`src/rtl/bomba_pkg.sv`:
```
// Shared encodings and widths for the bomb game blocks (password checker, display driver).
package bomba_pkg;

  localparam int unsigned WIDTH_DEF = 7;
  localparam int unsigned TIME_W    = 8;
  localparam int unsigned TRIES_W   = 3;
  localparam int unsigned ST_W      = 2;

  localparam logic [ST_W-1:0] ST_IDLE     = 2'd0;
  localparam logic [ST_W-1:0] ST_ARMED    = 2'd1;
  localparam logic [ST_W-1:0] ST_DEFUSED  = 2'd2;
  localparam logic [ST_W-1:0] ST_EXPLODED = 2'd3;

endpackage

```
`src/rtl/verificador_senha_if.sv`:
```
// Player/generator-facing bundle of the password checker: arm/guess inputs and game status outputs.
interface verificador_senha_if
  import bomba_pkg::*;
#(
  parameter int unsigned WIDTH = WIDTH_DEF
);
  logic               start;
  logic [WIDTH-1:0]   senha;
  logic [WIDTH-1:0]   guess;
  logic               submit;
  logic               armed;
  logic               defused;
  logic               exploded;
  logic [TIME_W-1:0]  time_left;
  logic [TRIES_W-1:0] tries_left;
  logic               hint_gt;
  logic               hint_lt;

  modport master (
    output start, senha, guess, submit,
    input  armed, defused, exploded, time_left, tries_left, hint_gt, hint_lt
  );

  modport slave (
    input  start, senha, guess, submit,
    output armed, defused, exploded, time_left, tries_left, hint_gt, hint_lt
  );
endinterface

```
`src/rtl/detector_borda.sv`:
```
// Registered rising-edge detector; the pulse appears one cycle after the edge is sampled.
module detector_borda (
  input  logic clk_1Hz,
  input  logic reset_n,
  input  logic sinal,
  input  logic habilita,
  output logic borda
);

  logic sinal_q;

  // History register runs in every state; habilita only qualifies the pulse.
  always_ff @(posedge clk_1Hz) begin
    if (!reset_n) begin
      sinal_q <= 1'b0;
      borda   <= 1'b0;
    end else begin
      sinal_q <= sinal;
      borda   <= sinal & ~sinal_q & habilita;
    end
  end

endmodule

```
`src/rtl/verificador_senha.sv`:
```
// Bomb defuse checker: latches the password on arm, runs fuse timer and tries counter.
// Optional build macro VERIFICADOR_HINT_EN enables registered greater/less hints.
module verificador_senha
  import bomba_pkg::*;
#(
  parameter int unsigned WIDTH      = WIDTH_DEF,
  parameter int unsigned TIME_LIMIT = 60,
  parameter int unsigned MAX_TRIES  = 3
) (
  input logic               clk_1Hz,
  input logic               reset_n,
  verificador_senha_if.slave bus
);

  logic [ST_W-1:0]    state_q, state_d;
  logic [TIME_W-1:0]  time_q, time_d;
  logic [TRIES_W-1:0] tries_q, tries_d;
  logic [WIDTH-1:0]   senha_q, senha_d;
  logic               submit_rise;
  logic               match;
  logic               arming;

  // Rises seen outside ARMED never reach the game logic.
  detector_borda u_borda (
    .clk_1Hz  (clk_1Hz),
    .reset_n  (reset_n),
    .sinal    (bus.submit),
    .habilita (state_q == ST_ARMED),
    .borda    (submit_rise)
  );

  assign match  = (bus.guess == senha_q);
  assign arming = (state_q == ST_IDLE) && bus.start;

  // Next state and counters; guess checks outrank the fuse so a last-second defuse wins.
  always_comb begin
    state_d = state_q;
    time_d  = time_q;
    tries_d = tries_q;
    senha_d = senha_q;
    case (state_q)
      ST_IDLE: begin
        if (bus.start) begin
          state_d = ST_ARMED;
          senha_d = bus.senha;
          time_d  = TIME_W'(TIME_LIMIT);
          tries_d = TRIES_W'(MAX_TRIES);
        end
      end
      ST_ARMED: begin
        if (submit_rise && match) begin
          state_d = ST_DEFUSED;
        end else if (submit_rise && (tries_q == TRIES_W'(1))) begin
          state_d = ST_EXPLODED;
          tries_d = '0;
        end else if (time_q == TIME_W'(1)) begin
          state_d = ST_EXPLODED;
          time_d  = '0;
        end else begin
          time_d = time_q - TIME_W'(1);
          if (submit_rise) tries_d = tries_q - TRIES_W'(1);
        end
      end
      default: ;
    endcase
  end

  always_ff @(posedge clk_1Hz) begin
    if (!reset_n) begin
      state_q <= ST_IDLE;
      time_q  <= TIME_W'(TIME_LIMIT);
      tries_q <= TRIES_W'(MAX_TRIES);
      senha_q <= '0;
    end else begin
      state_q <= state_d;
      time_q  <= time_d;
      tries_q <= tries_d;
      senha_q <= senha_d;
    end
  end

`ifdef VERIFICADOR_HINT_EN
  logic hint_gt_q, hint_lt_q;

  // Hints describe the most recent wrong guess and are wiped on every new game.
  always_ff @(posedge clk_1Hz) begin
    if (!reset_n || arming) begin
      hint_gt_q <= 1'b0;
      hint_lt_q <= 1'b0;
    end else if ((state_q == ST_ARMED) && submit_rise && !match) begin
      hint_gt_q <= (bus.guess > senha_q);
      hint_lt_q <= (bus.guess < senha_q);
    end
  end

  assign bus.hint_gt = hint_gt_q;
  assign bus.hint_lt = hint_lt_q;
`else
  assign bus.hint_gt = 1'b0;
  assign bus.hint_lt = 1'b0;
`endif

  assign bus.armed      = (state_q == ST_ARMED);
  assign bus.defused    = (state_q == ST_DEFUSED);
  assign bus.exploded   = (state_q == ST_EXPLODED);
  assign bus.time_left  = time_q;
  assign bus.tries_left = tries_q;

endmodule

```
`src/flat_wrapper.sv`:
```
// flat-port wrapper written by rule: the top's interface ports become plain ports
module verificador_senha_flat import bomba_pkg::*;
#(
  parameter int unsigned WIDTH      = WIDTH_DEF,
  parameter int unsigned TIME_LIMIT = 60,
  parameter int unsigned MAX_TRIES  = 3
)
  (clk_1Hz, reset_n, bus_start, bus_senha, bus_guess, bus_submit, bus_armed, bus_defused, bus_exploded, bus_time_left, bus_tries_left, bus_hint_gt, bus_hint_lt);
  verificador_senha_if #(.WIDTH(WIDTH)) bus_i ();
  input logic clk_1Hz;
  input logic reset_n;
  input wire logic [$bits(bus_i.start)-1:0] bus_start;
  input wire logic [$bits(bus_i.senha)-1:0] bus_senha;
  input wire logic [$bits(bus_i.guess)-1:0] bus_guess;
  input wire logic [$bits(bus_i.submit)-1:0] bus_submit;
  output wire logic [$bits(bus_i.armed)-1:0] bus_armed;
  output wire logic [$bits(bus_i.defused)-1:0] bus_defused;
  output wire logic [$bits(bus_i.exploded)-1:0] bus_exploded;
  output wire logic [$bits(bus_i.time_left)-1:0] bus_time_left;
  output wire logic [$bits(bus_i.tries_left)-1:0] bus_tries_left;
  output wire logic [$bits(bus_i.hint_gt)-1:0] bus_hint_gt;
  output wire logic [$bits(bus_i.hint_lt)-1:0] bus_hint_lt;
  assign bus_i.start = bus_start;
  assign bus_i.senha = bus_senha;
  assign bus_i.guess = bus_guess;
  assign bus_i.submit = bus_submit;
  assign bus_armed = bus_i.armed;
  assign bus_defused = bus_i.defused;
  assign bus_exploded = bus_i.exploded;
  assign bus_time_left = bus_i.time_left;
  assign bus_tries_left = bus_i.tries_left;
  assign bus_hint_gt = bus_i.hint_gt;
  assign bus_hint_lt = bus_i.hint_lt;
  verificador_senha #(.WIDTH(WIDTH), .TIME_LIMIT(TIME_LIMIT), .MAX_TRIES(MAX_TRIES)) u_core (.clk_1Hz(clk_1Hz), .reset_n(reset_n), .bus(bus_i));
endmodule
```
`config.mk`:
```
export PLATFORM = sky130hd
export DESIGN_NAME = verificador_senha_flat
export DESIGN_NICKNAME = d
export VERILOG_FILES = /design/src/rtl/bomba_pkg.sv /design/src/rtl/verificador_senha_if.sv /design/src/rtl/detector_borda.sv /design/src/rtl/verificador_senha.sv /design/src/flat_wrapper.sv
export SDC_FILE = /design/constraint.sdc
export NUM_CORES = 1
export LEC_CHECK = 0
export BUFFER_PORTS_ARGS = -buffer_cell sky130_fd_sc_hd__buf_2
export CAP_MARGIN = 20
export CORE_MARGIN = 2
export CORE_UTILIZATION = 46
export DETAILED_ROUTE_END_ITERATION = 7
export HOLD_SLACK_MARGIN = 0.06
export PLACE_DENSITY = 0.85
export SLEW_MARGIN = 10
export SYNTH_ARGS = -nofsm -noshare
export SYNTH_HDL_FRONTEND = slang
export SYNTH_SLANG_ARGS = --single-unit
```
`constraint.sdc`:
```
create_clock -name clk_1Hz -period 1.94 [get_ports clk_1Hz]
set_input_delay 0.388 -clock clk_1Hz [delete_from_list [all_inputs] [get_ports clk_1Hz]]
set_output_delay 0.388 -clock clk_1Hz [all_outputs]
set_load 0.01 [all_outputs]
```
# After elaboration in Yosys (flattened, before gate mapping)

Cells that the tools add are included.

Add/subtract/negate cells: 2
Reductions and logical operators: 8
Mux-type cells: 16
Bitwise logic cells: 3
Equal/unequal tests: 12

Operators by type and width:

| operator                                                                 | count |
|---|---|
| 8-bit two-way mux                                                        | 4 |
| 8-bit case mux with 2 select lines                                       | 1 |
| 3-bit two-way mux                                                        | 5 |
| 8-bit by 1-bit equality test with 1-bit output (second input constant)   | 1 |
| 2-bit two-way mux                                                        | 4 |
| 8-bit by 1-bit subtractor with 8-bit output (second input constant)      | 1 |
| 7-bit equality test                                                      | 1 |
| 2-bit inequality test (second input constant)                            | 3 |
| 3-bit case mux with 2 select lines                                       | 1 |
| 5-bit AND reduction                                                      | 1 |
| 2-bit equality test (second input constant)                              | 2 |
| 4-bit by 1-bit inequality test with 1-bit output (second input constant) | 1 |
| 2-bit case mux with 2 select lines                                       | 1 |
| 4-bit AND reduction                                                      | 1 |
| 3-bit by 1-bit equality test with 1-bit output (second input constant)   | 1 |
| 3-bit by 1-bit inequality test with 1-bit output (second input constant) | 1 |
| 3-bit by 2-bit inequality test with 1-bit output (second input constant) | 1 |
| 3-bit AND reduction                                                      | 1 |
| 3-bit by 1-bit subtractor with 3-bit output (second input constant)      | 1 |
| 1-bit AND                                                                | 2 |
| 2-bit by 1-bit equality test with 1-bit output (second input constant)   | 1 |
| 1-bit logical AND                                                        | 2 |
| 2-bit logical NOT                                                        | 1 |
| 2-bit AND reduction                                                      | 1 |
| 2 further kinds                                                          | 2 |

Register bits: 22
Input port bits: 18
Output and inout bits: 16
Logic and storage cells: 47

# Longest topological paths before layout

Gate-level depths: netlist (run 1).

Depth in word-level cells: 6
Mapped depth: 8
Mapped depth without buffers: 7

# By module

From an unflattened synthesis (run 1), not the netlist that was laid out.

Cells, all modules: 133
Area total of the unflattened synthesis: 1187.4 um^2

Modules (own cells, without submodules):

| module            | sequential area each (um^2) | instances | cells each | area an instance (um^2) |
|---|---|---|---|---|
| verificador_senha | 400.4                       | 1         | 129        | 1131.1 |
| detector_borda    | 40.0                        | 1         | 4          | 56.3 |

# Least setup slack after synthesis (run 1)

No wires, ideal clock.

Kind: reg-to-reg
Start point: register u_core.time_q[0] (netlist: u_core.bus.time_left[0])
End point: register u_core.tries_q[1] (netlist: u_core.bus.tries_left[1])
Library setup time: 137 ps
Period minus slack after synthesis: 1975 ps
Arrival time: 1839 ps
Setup slack: -35 ps
Required time: 1803 ps
Buffers on the path: 0
Stages on the path, launching flop included: 7
Cell sequence: dfxtp_1 ha_1 or4b_4 o221a_2 a211oi_4 o21a_1 o21ai_0

Cells in the longest elaborated chain, start to end: 3

RTL lines:

| element                                                           | RTL line                | RTL |
|---|---|---|
| start, declared                                                   | verificador_senha.sv:16 | `logic [TIME_W-1:0] time_q, time_d;` |
| start signal, assigned                                            | verificador_senha.sv:71 | `time_q <= TIME_W'(TIME_LIMIT);` |
| start signal, assigned                                            | verificador_senha.sv:76 | `time_q <= time_d;` |
| 8-bit by 1-bit equality test with 1-bit output                    | verificador_senha.sv:56 | `end else if (time_q == TIME_W'(1)) begin` |
| 3-bit by 2-bit inequality test with 1-bit output (no source line) | n/a                     |  |
| 5-bit AND reduction (no source line)                              | n/a                     |  |
| end signal, assigned                                              | verificador_senha.sv:72 | `tries_q <= TRIES_W'(MAX_TRIES);` |
| end signal, assigned                                              | verificador_senha.sv:77 | `tries_q <= tries_d;` |
| end, declared                                                     | verificador_senha.sv:17 | `logic [TRIES_W-1:0] tries_q, tries_d;` |

No other way between the ends.
A chain may end at the register's enable or synchronous reset.

# Worst setup path in the final report (run 1)

Start point: register u_core.time_q[1] (netlist: u_core.bus.time_left[1])
End point: register u_core.tries_q[1] (netlist: u_core.bus.tries_left[1])

Same word-level chain as after synthesis.

==> results of run 1 <==
logic make-up (layout without fill, tap and decap cells):
group | count (synthesis) | count (layout) | share of synthesized area [%]
xor gates and xnor gates | 7 | 7 | 4.90
DFF | 22 | 22 | 35.2
muxes | 1 | 1 | 0.800
adders and majority gates | 4 | 4 | 4.00
and+or+nand+nor | 56 | 56 | 23.9
other | 1 | 2 | 0.300
buffers and inverters | 21 | 61 | 7.60
AOI/OAI and AO/OA | 39 | 39 | 23.3
cell usage after synthesis (2+ instances only):
master,n,area share (%)
nand2_1,20,6.0
inv_1,11,3.3
nor2_1,8,2.4
nor4_1,2,1.0
nand4_1,2,1.0
o21ai_0,4,1.6
xor2_1,4,2.8
o31a_1,3,2.1
buf_4,2,1.2
o221ai_1,2,1.4
clkbuf_1,4,1.2
o221a_2,2,1.8
and2_1,3,1.5
o211ai_1,3,1.8
a21oi_1,11,4.4
o21bai_1,2,1.2
a311oi_1,2,1.4
nor2b_1,5,2.5
ha_1,4,4.0
xnor2_1,3,2.1
nor3_1,3,1.2
nand3_1,3,1.2
dfxtp_1,22,35
or3_1,2,1.0
cell type report:
cell class	count	area share, %
inverters	12	2.89
multi-input cells	109	47.2
flip-flops and latches	22	28.5
well taps	30	2.41
repair buffers	45	16.7
clock buffers	4	2.33
metrics by stage:
stage	hold WS [ps]	std cells	setup WS [ps]
finish	293	222	45.3
detailed placement	376	216	7.00
global route	286	222	-45.3
CTS	284	221	21.8
floorplan	367	152	46.0
global placement	369	216	73.1
sequential cells by signal, summed over array words and instances, names as in the netlist:
register	flops
u_core.senha_q	7
u_core.bus.tries_left	3
u_core.state_q	2
u_core.u_borda.sinal_q	1
u_core.u_borda.borda	1
u_core.bus.time_left	8
worst max-delay path by stage:
stage,start,endpoint,slack (ps)
final,u_core.bus.time_left[1],u_core.bus.tries_left[1],50
after global routing,u_core.bus.time_left[1],u_core.bus.tries_left[2],-50
after detailed placement,u_core.bus.time_left[0],u_core.bus.tries_left[1],7
after global placement,u_core.bus.time_left[0],u_core.bus.tries_left[1],70
after CTS,u_core.bus.time_left[1],u_core.bus.tries_left[1],20
after floorplan,u_core.bus.time_left[1],u_core.bus.tries_left[1],50
critical path: stages, from the launching register on:
cell and delay [ps]:
dfxtp_1 330, inv_1 70, ha_1 150, or4b_4 500, o221a_4 250, a211oi_4 260, o21a_1 150, o21ai_0 70
timing repair:
item	4_1_cts	5_1_grt
setup buffers	1	1
endpoints found under the setup margin	1	4
resized for setup	2	3
pin swaps	3	4
per-layer routing:
layer  track usage (%)  share of wire [%]
met4              7.82                1.3
met5                 0                  0
met1              23.7                 42
met2              35.6                 51
met3              2.33                5.8
report_power, final:
part           internal [mW]  leakage [nW]  switching, mW
Combinational         0.0998         0.495          0.118
Sequential             0.476         0.181         0.0204
Clock                  0.115        0.0210          0.139
==> impl_table.tex, run 1 <==
\begin{tabular}{lr}
\hline
Metric & Value \\
\hline
\multicolumn{2}{l}{\textbf{Detailed routing}} \\
\quad Via density per instance & 5.72 \\
\quad Detailed-route via count & 1270 \\
\quad Drt initial violations & 22 \\
\quad Overall routed net length & 3110 um \\
\quad DRC viols & 0 \\
\quad Average routed wire per standard cell & 14.0 um \\
\quad Number of iterations in the first detailed-routing pass & 4 \\
\quad ANT nets after route & 0 \\
\multicolumn{2}{l}{\textbf{Floorplan}} \\
\quad Count of standard-cell rows & 18 \\
\quad Floorplan die height & 56.2 um \\
\quad Core area & 2520 sq um \\
\quad Number of top-level pins & 34 \\
\quad Starting Density & 49.6\% \\
\quad Area enclosed by the die boundary & 3150 sq um \\
\quad Horiz. Die Dim & 56.2 um \\
\multicolumn{2}{l}{\textbf{CTS}} \\
\quad Buffer type at the clock tree root & clkbuf\_4 \\
\quad Clock network latency to the later pin of the worst-skew pair & 310 ps \\
\quad TritonCTS clock tree & done \\
\quad Hold Buf Count CTS & 0 \\
\quad Clock transition at the register clock pins on the worst setup and hold paths after CTS & 120 ps \\
\quad Number of H-tree levels & 1 \\
\quad Clock buffer depth & 2 \\
\quad Clk sink count & 22 \\
\quad TritonCTS Buffers & 3 \\
\multicolumn{2}{l}{\textbf{Final layout}} \\
\quad Diodes inserted & 0 \\
\quad Most frequent standard cell in the layout excluding fill and tap cells & buf\_2 \\
\quad Area of the multi-input gates & 736 sq um \\
\quad Area used by sequential logic in the layout & 444 sq um \\
\quad Share of post-route cells with drive strength above 1 & 30.2\% \\
\quad Nets@finish & 215 \\
\quad Final core utilization & 61.8\% \\
\quad Highest-count cells in the layout ignoring fill and taps & 31 x buf\_2, 21 x dfxtp\_1, 20 x nand2\_1, 14 x buf\_4 \\
\quad Filler cells & 237 \\
\quad Area growth from synthesis to layout & 24.6\% \\
\quad Design Area, Final & 1560 sq um \\
\multicolumn{2}{l}{\textbf{Timing}} \\
\quad Number of setup violations in the final report & 0 \\
\quad Final critical-path share of the clock period & 97.7\% \\
\quad Worst Skew & 2.79 ps \\
\quad Slew Limit Fails & 0 \\
\quad Max Fclk & 528 MHz \\
\quad Final hold vios & 0 \\
\quad Min Clock Period, post-route & 1890 ps \\
\quad RSZ-0062 raised after global routing & yes \\
\quad Final-layout setup total negative slack & 0 ps \\
\multicolumn{2}{l}{\textbf{Setup path}} \\
\quad Flop-to-flop setup slack & 50 ps \\
\quad R2r startpoint & u\_core.bus.time\_left[1] \\
\quad Critical path capture point type & flip-flop \\
\quad Worst path arrival time & 2090 ps \\
\quad CP Data Required Time & 2130 ps \\
\quad R2R depth & 7 \\
\quad Destination of the worst register-to-register timing path & u\_core.bus.tries\_left[1] \\
\quad Type of origin of the critical path & flip-flop \\
\quad WS Path Type & flip-flop to flip-flop \\
\quad Maximum fanout along the worst path & 5 \\
\multicolumn{2}{l}{\textbf{Global route}} \\
\quad Initial antenna violation count & 0 \\
\quad Remaining global-route overflow & 0 \\
\quad Via count of the first global-routing pass & 1218 \\
\quad Total track usage & 19.8\% \\
\quad Largest net degree at the start of global routing & 17 \\
\quad First-pass GRT wire length & 5090 um \\
\multicolumn{2}{l}{\textbf{Placed design}} \\
\quad Number of buffers inserted by port buffering & 31 \\
\quad Cell Area, Placed & 1490 sq um \\
\quad Global placement routability congestion & 0.922 \\
\quad Half-perimeter wire length after detailed placement & 2340 um \\
\multicolumn{2}{l}{\textbf{Yosys}} \\
\quad Number of enable flip-flop cells after synthesis & 0 \\
\quad Number of distinct library cell variants in the gate-level netlist after synthesis & 48 \\
\quad Share of the yosys chip area belonging to registers & 35.2\% \\
\quad Count of state elements after synthesis & 22 \\
\quad Asr flop ratio synth & 0\% \\
\quad Average size of a mapped cell & 8.29 sq um \\
\quad Total standard cell area after synthesis & 1250 sq um \\
\quad Ys Warns & 0 \\
\quad Mapped Cells & 151 \\
\quad Ys flop type & dfxtp\_1 \\
\multicolumn{2}{l}{\textbf{Pwr}} \\
\quad Power, Total & 968 uW \\
\quad Power per Cell Area & 621 nW/um\^{}2 \\
\quad Worst ir drop on vdd & 415 uV \\
\quad Leak & 0.696 nW \\
\multicolumn{2}{l}{\textbf{Hold path}} \\
\quad Number of instances on the worst hold path & 2 \\
\quad WHS Endpoint & u\_core.u\_borda.sinal\_q \\
\quad Launch point of the worst hold path & bus\_submit \\
\quad Class of the tightest hold or removal check & input port to flip-flop \\
\multicolumn{2}{l}{\textbf{Run}} \\
\quad Max capacitance violation total & 0 \\
\multicolumn{2}{l}{\textbf{Run status}} \\
\quad Result of the run & complete, no violations \\
\hline
\end{tabular}
Power figures use the tool's default switching activity.
==> inputs of run 2 (changes only) <==
--- a/config.mk
+++ b/config.mk
@@ -12,6 +12,7 @@
 export DETAILED_ROUTE_END_ITERATION = 7
 export HOLD_SLACK_MARGIN = 0.06
 export PLACE_DENSITY = 0.85
+export SETUP_SLACK_MARGIN = 0.4
 export SLEW_MARGIN = 10
 export SYNTH_ARGS = -nofsm -noshare
 export SYNTH_HDL_FRONTEND = slang
==> impl_table.tex, run 2 (synthesized netlist as in run 1, its figures left out) <==
\begin{tabular}{lr}
\hline
Metric & Value \\
\hline
\multicolumn{2}{l}{\textbf{Setup path}} \\
\quad CP Data Required Time & 2150 ps (+20 ps) \\
\quad Destination of the worst register-to-register timing path & u\_core.bus.tries\_left[1] \\
\quad Logic depth of the worst path, buffers included & 7 (unchanged) \\
\quad Type of origin of the critical path & flip-flop \\
\quad R2R depth & 7 (unchanged) \\
\quad Total buffers and inverters traversed by the critical path & 1 (unchanged) \\
\quad Slowest cell on the critical path & or4b\_4 \\
\quad CP delay by family, top & compound AO/OA/AOI/OAI gates \\
\quad Critical Path, Cell by Cell & inv\_4 -> ha\_4 -> or4b\_4 -> o221a\_4 -> a211oi\_4 -> o21a\_1 -> o21ai\_1 \\
\quad Flop-to-flop setup slack & 70 ps (+20 ps) \\
\quad Critical path capture point type & flip-flop \\
\quad Maximum fanout along the worst path & 5 (unchanged) \\
\quad Max incr delay on CP & 490 ps (about the same) \\
\quad R2r startpoint & u\_core.bus.time\_left[1] \\
\quad Worst path arrival time & 2080 ps (about the same) \\
\quad WS Path Type & flip-flop to flip-flop \\
\multicolumn{2}{l}{\textbf{Floorplan}} \\
\quad Horiz. Die Dim & 56.2 um (unchanged) \\
\quad Starting Density & 49.6\% (unchanged) \\
\quad Core area & 2520 sq um (unchanged) \\
\quad Floorplan die height & 56.2 um (unchanged) \\
\quad Number of top-level pins & 34 (unchanged) \\
\quad Count of standard-cell rows & 18 (unchanged) \\
\quad Area enclosed by the die boundary & 3150 sq um (unchanged) \\
\multicolumn{2}{l}{\textbf{Detailed routing}} \\
\quad Overall routed net length & 3220 um (+3.5\%) \\
\quad Average routed wire per standard cell & 14.7 um (+4.5\%) \\
\quad Routed met1 length & 1330 um (+2.0\%) \\
\quad Top metal layer carrying routed signals & met4 \\
\quad Number of iterations in the first detailed-routing pass & 4 (unchanged) \\
\quad Wire length on met2 & 1650 um (+4.3\%) \\
\quad DRC viols & 0 (unchanged) \\
\quad Detailed-route via count & 1259 (-0.87\%) \\
\quad Detailed route wirelength on metal3 & 199 um (+11\%) \\
\quad Drt initial violations & 36 (+64\%) \\
\quad ANT nets after route & 0 (unchanged) \\
\quad Via density per instance & 5.72 (about the same) \\
\multicolumn{2}{l}{\textbf{CTS}} \\
\quad Clock transition at the register clock pins on the worst setup and hold paths after CTS & 140 ps (+20 ps) \\
\quad Clk sink count & 22 (unchanged) \\
\quad TritonCTS Buffers & 3 (unchanged) \\
\quad TritonCTS clock tree & done \\
\quad Number of H-tree levels & 1 (unchanged) \\
\quad Clock buffer depth & 2 (unchanged) \\
\quad Buffer type at the clock tree root & clkbuf\_4 \\
\quad Clock network latency to the later pin of the worst-skew pair & 330 ps (+20 ps) \\
\multicolumn{2}{l}{\textbf{Final layout}} \\
\quad Area of the multi-input gates & 813 sq um (+11\%) \\
\quad Flip-flop count of the largest register, all copies and words added & 8 (unchanged) \\
\quad Nets@finish & 213 (-0.93\%) \\
\quad Most frequent standard cell in the layout excluding fill and tap cells & buf\_2 \\
\quad Area growth from synthesis to layout & 31.3\% \\
\quad Filler cells & 217 (-8.4\%) \\
\quad Highest-count cells in the layout ignoring fill and taps & 31 x buf\_2, 19 x nand2\_1, 18 x dfxtp\_1, 11 x a21oi\_1, 11 x buf\_4 \\
\quad Share of post-route cells with drive strength above 1 & 37.4\% (+7.2 points) \\
\quad Diodes inserted & 0 (unchanged) \\
\quad Area used by sequential logic in the layout & 450 sq um (+1.4\%) \\
\quad Fin cells & 220 (-0.90\%) \\
\multicolumn{2}{l}{\textbf{Hold path}} \\
\quad WHS Endpoint & u\_core.u\_borda.sinal\_q \\
\quad Launch point of the worst hold path & bus\_submit \\
\quad Class of the tightest hold or removal check & input port to flip-flop \\
\quad Number of instances on the worst hold path & 2 (unchanged) \\
\multicolumn{2}{l}{\textbf{Timing}} \\
\quad Max Fclk & 535 MHz (+1.3\%) \\
\quad RSZ-0062 raised after global routing & yes \\
\quad Least setup slack across all paths after layout & 69.8 ps (+24.4 ps) \\
\quad Min Clock Period, post-route & 1870 ps (-24.4 ps) \\
\quad Slew Limit Fails & 0 (unchanged) \\
\quad Final-layout setup total negative slack & 0 ps (unchanged) \\
\quad Number of setup violations in the final report & 0 (unchanged) \\
\quad Final critical-path share of the clock period & 96.4\% (-1.3 points) \\
\quad Final hold vios & 0 (unchanged) \\
\quad Worst Skew & 20.6 ps (+17.8 ps) \\
\multicolumn{2}{l}{\textbf{Global route}} \\
\quad Largest net degree at the start of global routing & 17 (unchanged) \\
\quad Via count of the first global-routing pass & 1213 (-0.41\%) \\
\quad Initial antenna violation count & 0 (unchanged) \\
\quad Remaining global-route overflow & 0 (unchanged) \\
\quad First-pass GRT wire length & 5340 um (+5.0\%) \\
\quad Total track usage & 21.1\% (+1.3 points) \\
\multicolumn{2}{l}{\textbf{Placed design}} \\
\quad Global placement routability congestion & 0.984 (+6.7\%) \\
\quad Number of buffers inserted by port buffering & 31 (unchanged) \\
\quad Post-place setup slack & 77.0 ps (+70.0 ps) \\
\quad Cell total after placement & 210 (-2.8\%) \\
\quad Half-perimeter wire length after detailed placement & 2270 um (-2.9\%) \\
\multicolumn{2}{l}{\textbf{Pwr}} \\
\quad Power per Cell Area & 605 nW/um\^{}2 (-2.5\%) \\
\quad Worst ir drop on vdd & 490 uV (+18\%) \\
\quad Leak & 0.720 nW (+3.4\%) \\
\multicolumn{2}{l}{\textbf{Run}} \\
\quad Max capacitance violation total & 0 (unchanged) \\
\multicolumn{2}{l}{\textbf{Run status}} \\
\quad Result of the run & complete, no violations \\
\hline
\end{tabular}
## run 2: changes by cell type in the layout (fill, tap and decap cells not counted), moves of 2 or more
cell,change
nor2b_1,-2
dfxtp_2,+2
dfxtp_1,-3
nor4_1,-2
buf_4,-3
## run 2: per-stage QoR
| stage | hold WS (ps) | utilization [%] | cell area, sq um | total power [mW] |
|---|---|---|---|---|
| after CTS | 282 | 62.8 | 1590 | 0.985 |
| after detailed placement | 380 | 59.4 | 1500 | 0.712 |
| after floorplan | 367 | - | 1310 | 0.649 |
| after global routing | 287 | 65.1 | 1640 | 1.05 |
| after global placement | 370 | 59.4 | 1500 | 0.704 |
| final | 278 | 65.1 | 1640 | 0.994 |
## run 2: report_power, final
part	switching, mW	total (mW)	internal [mW]
registers	0.0285	0.506	0.477
clock network	0.148	0.263	0.115
logic	0.118	0.226	0.108
total	0.294	0.994	0.700
## run 2: repair_timing
action,CTS,global route
hold buffers,0,0
endpoints found under the setup margin,13,23
buffers inserted,3,3
pin swaps,0,5
gates resized for setup,4,9
## run 2: worst max-delay path by stage
| stage | startpoint | end | slack, ps |
|---|---|---|---|
| floorplan | u_core.bus.time_left[1] | u_core.bus.tries_left[1] | 180 |
| global placement | u_core.bus.time_left[1] | u_core.bus.time_left[5] | 130 |
| detailed placement | u_core.bus.time_left[1] | u_core.bus.tries_left[2] | 80 |
| CTS | u_core.bus.time_left[1] | u_core.bus.tries_left[1] | 80 |
| global route | u_core.bus.time_left[0] | u_core.bus.time_left[5] | 10 |
| finish | u_core.bus.time_left[1] | u_core.bus.tries_left[1] | 70 |
## run 2: worst reg2reg max path: cells and delay by family, from the launching register on
family,cells,cell delay [ps]
DFF,1,380
AOI/OAI and AO/OA,4,730
adders and majority gates,1,120
and+or+nand+nor,1,490
buffers and inverters,1,60
## run 2: final cells by class
class                           instances  share of cell area [%]
Clock buffer                            4                    2.21
Inverter                               12                    2.89
Multi-Input combinational cell        109                    49.5
Tap cell                               30                    2.28
Timing Repair Buffer                   43                    15.7
Sequential cell                        22                    27.4
## run 2: per-layer routing
layer	vias up	global-route usage, %
met5	-	0
met2	52	36.0
met3	6	2.79
li1	610	-
met1	591	26.1
met4	0	10.2
==> inputs of run 3 (changes only) <==
--- a/config.mk
+++ b/config.mk
@@ -7,13 +7,11 @@
 export LEC_CHECK = 0
 export BUFFER_PORTS_ARGS = -buffer_cell sky130_fd_sc_hd__buf_2
 export CAP_MARGIN = 20
-export CORE_MARGIN = 2
 export CORE_UTILIZATION = 46
 export DETAILED_ROUTE_END_ITERATION = 7
 export HOLD_SLACK_MARGIN = 0.06
 export PLACE_DENSITY = 0.85
 export SETUP_SLACK_MARGIN = 0.4
-export SLEW_MARGIN = 10
 export SYNTH_ARGS = -nofsm -noshare
 export SYNTH_HDL_FRONTEND = slang
 export SYNTH_SLANG_ARGS = --single-unit
==> impl_table.tex, run 3 (synthesized netlist as in run 1, its figures left out) <==
\begin{tabular}{lr}
\hline
Metric & Value \\
\hline
\multicolumn{2}{l}{\textbf{Pwr}} \\
\quad Worst ir drop on vdd & 400 uV (-18\%) \\
\quad Cell internal pwr & 687 uW (-1.9\%) \\
\quad Total net switching power & 328 uW (+12\%) \\
\quad Switching part of the total & 32.3\% (+2.8 points) \\
\quad Leak & 0.761 nW (+5.7\%) \\
\quad Portion of total power attributed to the clock network & 22.5\% (-3.9 points) \\
\quad Sequential Power Share & 49.7\% (-1.1 points) \\
\quad Power per Cell Area & 571 nW/um\^{}2 (-5.6\%) \\
\quad Part of the power in combinational logic & 27.7\% (+5.0 points) \\
\multicolumn{2}{l}{\textbf{Final layout}} \\
\quad Filler cells & 186 (-14\%) \\
\quad Area growth from synthesis to layout & 42.0\% \\
\quad Highest-count cells in the layout ignoring fill and taps & 30 x buf\_2, 19 x nand2\_1, 15 x dfxtp\_1, 14 x buf\_4, 11 x a21oi\_1 \\
\quad Most frequent standard cell in the layout excluding fill and tap cells & buf\_2 \\
\quad Area used by sequential logic in the layout & 454 sq um (+0.83\%) \\
\quad Design Area, Final & 1780 sq um (+8.1\%) \\
\quad Share of post-route cells with drive strength above 1 & 45.4\% (+8.0 points) \\
\quad Area of the multi-input gates & 911 sq um (+12\%) \\
\quad Nets@finish & 219 (+2.8\%) \\
\quad Fin cells & 226 (+2.7\%) \\
\quad Diodes inserted & 0 (unchanged) \\
\quad Flip-flop count of the largest register, all copies and words added & 8 (unchanged) \\
\multicolumn{2}{l}{\textbf{Global route}} \\
\quad Remaining global-route overflow & 0 (unchanged) \\
\quad Via count of the first global-routing pass & 1157 (-4.6\%) \\
\quad First-pass GRT wire length & 5010 um (-6.2\%) \\
\quad Initial antenna violation count & 0 (unchanged) \\
\quad Total track usage & 23.6\% (+2.5 points) \\
\quad Largest net degree at the start of global routing & 17 (unchanged) \\
\multicolumn{2}{l}{\textbf{Setup path}} \\
\quad Max incr delay on CP & 520 ps (+30 ps) \\
\quad Slowest cell on the critical path & or4b\_4 \\
\quad Critical path capture point type & flip-flop \\
\quad Critical Path, Cell by Cell & inv\_4 -> ha\_4 -> or4b\_4 -> o221a\_4 -> a211oi\_4 -> o21a\_1 -> o21ai\_1 \\
\quad Type of origin of the critical path & flip-flop \\
\quad CP delay by family, top & compound AO/OA/AOI/OAI gates \\
\quad WS Path Type & flip-flop to flip-flop \\
\quad CP Data Required Time & 2150 ps (about the same) \\
\quad Total buffers and inverters traversed by the critical path & 1 (unchanged) \\
\quad Worst path arrival time & 2170 ps (+90 ps) \\
\quad Maximum fanout along the worst path & 5 (unchanged) \\
\quad Flop-to-flop setup slack & -10 ps (-80 ps) \\
\quad Critical path startpoint & u\_core.bus.time\_left[1] \\
\quad R2r startpoint & u\_core.bus.time\_left[1] \\
\multicolumn{2}{l}{\textbf{Timing}} \\
\quad Final hold vios & 0 (unchanged) \\
\quad Final critical-path share of the clock period & 101\% (+4.3 points) \\
\quad RSZ-0062 raised after global routing & yes \\
\quad Max Fclk & 512 MHz (-4.3\%) \\
\quad Slew Limit Fails & 0 (unchanged) \\
\quad Worst Skew & 7.16 ps (-13.4 ps) \\
\quad Number of setup violations in the final report & 1 (+1) \\
\quad Min Clock Period, post-route & 1950 ps (+83.2 ps) \\
\quad Least setup slack across all paths after layout & -13.4 ps (-83.2 ps) \\
\multicolumn{2}{l}{\textbf{CTS}} \\
\quad Clock network latency to the later pin of the worst-skew pair & 330 ps (about the same) \\
\quad Clock transition at the register clock pins on the worst setup and hold paths after CTS & 130 ps (about the same) \\
\quad Buffer type at the clock tree root & clkbuf\_4 \\
\quad TritonCTS clock tree & done \\
\quad Clock buffer depth & 2 (unchanged) \\
\quad Clk sink count & 22 (unchanged) \\
\quad Hold Buf Count CTS & 0 (unchanged) \\
\quad Number of H-tree levels & 1 (unchanged) \\
\quad TritonCTS Buffers & 3 (unchanged) \\
\multicolumn{2}{l}{\textbf{Detailed routing}} \\
\quad Via density per instance & 5.88 (+2.8\%) \\
\quad Top metal layer carrying routed signals & met4 \\
\quad Wire length on met2 & 1820 um (+10\%) \\
\quad Average routed wire per standard cell & 16.3 um (+11\%) \\
\quad ANT nets after route & 0 (unchanged) \\
\quad Routed met1 length & 1520 um (+14\%) \\
\quad Detailed route wirelength on metal3 & 238 um (+20\%) \\
\quad Overall routed net length & 3690 um (+14\%) \\
\quad DRC viols & 0 (unchanged) \\
\quad Detailed-route via count & 1330 (+5.6\%) \\
\quad Number of iterations in the first detailed-routing pass & 4 (unchanged) \\
\quad Drt initial violations & 55 (+53\%) \\
\multicolumn{2}{l}{\textbf{Run status}} \\
\quad Result of the run & finished with violations \\
\quad Violations in the final reports & setup timing \\
\multicolumn{2}{l}{\textbf{Floorplan}} \\
\quad Count of standard-cell rows & 18 (unchanged) \\
\quad Horiz. Die Dim & 54.2 um (-3.6\%) \\
\quad Floorplan die height & 54.2 um (-3.6\%) \\
\quad Area enclosed by the die boundary & 2930 sq um (-7.0\%) \\
\quad Number of top-level pins & 34 (unchanged) \\
\quad Core area & 2520 sq um (unchanged) \\
\quad Starting Density & 49.6\% (unchanged) \\
\multicolumn{2}{l}{\textbf{Placed design}} \\
\quad Cell total after placement & 210 (unchanged) \\
\quad Global placement routability congestion & 0.962 (-2.2\%) \\
\quad Post-place setup slack & 23.9 ps (-53.1 ps) \\
\quad Number of buffers inserted by port buffering & 31 (unchanged) \\
\quad Half-perimeter wire length after detailed placement & 2230 um (-1.8\%) \\
\quad Cell Area, Placed & 1500 sq um (unchanged) \\
\multicolumn{2}{l}{\textbf{Hold path}} \\
\quad Launch point of the worst hold path & bus\_senha[1] \\
\quad Class of the tightest hold or removal check & input port to flip-flop \\
\multicolumn{2}{l}{\textbf{Run}} \\
\quad Max capacitance violation total & 0 (unchanged) \\
\hline
\end{tabular}
-- run 3: cell types whose count changed in the layout (fill, tap and decap cells not counted), sizes merged --
| cell | before | now |
|---|---|---|
| clkbuf | 4 | 3 |
| a21o | 1 | 2 |
| buf | 43 | 48 |
| clkinv | 1 | 2 |
-- run 3: power by group through the flow --
stage	combinational, mW	sequential (mW)	clock, mW
3_5_place_dp	0.207	0.509	0
3_3_place_gp	0.200	0.507	0
5_1_grt	0.302	0.507	0.248
2_1_floorplan	0.136	0.513	0
6_report	0.281	0.505	0.229
4_1_cts	0.232	0.501	0.217
-- run 3: final cells by class --
| class | count | share of cell area, % |
|---|---|---|
| Multi-Input combinational cell | 110 | 51.3 |
| Tap cell | 30 | 2.11 |
| Timing Repair Buffer | 48 | 16.9 |
| Clock inverter | 1 | 0.211 |
| Clock buffer | 3 | 1.27 |
| Sequential cell | 22 | 25.6 |
| Inverter | 12 | 2.68 |
-- run 3: worst paths after layout --
kind	depth (start not counted)	endpoint
max	7	u_core.bus.tries_left[1]
min	3	u_core.senha_q[1]
max reg2reg	7	u_core.bus.tries_left[1]
min reg2reg	1	u_core.u_borda.borda
-- run 3: metrics by stage --
| stage | power, mW | util [%] | hold WS [ps] | TNS, ps |
|---|---|---|---|---|
| 2_1_floorplan | 0.649 | - | 367 | 0 |
| 5_1_grt | 1.06 | 70.4 | 288 | -100 |
| 4_1_cts | 0.950 | 63.4 | 293 | 0 |
| 3_3_place_gp | 0.707 | 59.4 | 370 | 0 |
| 6_report | 1.01 | 70.4 | 270 | -13.4 |
| 3_5_place_dp | 0.716 | 59.4 | 375 | 0 |
-- run 3: timing repair --
item,4_1_cts,5_1_grt
setup endpoints to repair,13,21
cloned,1,0
resized for setup,12,25
setup buffers,3,8
hold endpoints to repair,0,0
pin swaps,5,10
-- run 3: per-layer routing --
| layer | vias up | GRT usage [%] |
|---|---|---|
| met4 | 0 | 10.3 |
| met2 | 70 | 41.1 |
| li1 | 619 | - |
| met3 | 12 | 2.82 |
| met1 | 629 | 28.8 |
| met5 | - | 0 |
-- run 3: tightest hold or removal path: stages --
cell     delay (ps)
buf_2            90
nand2_1          40
a21oi_1          50
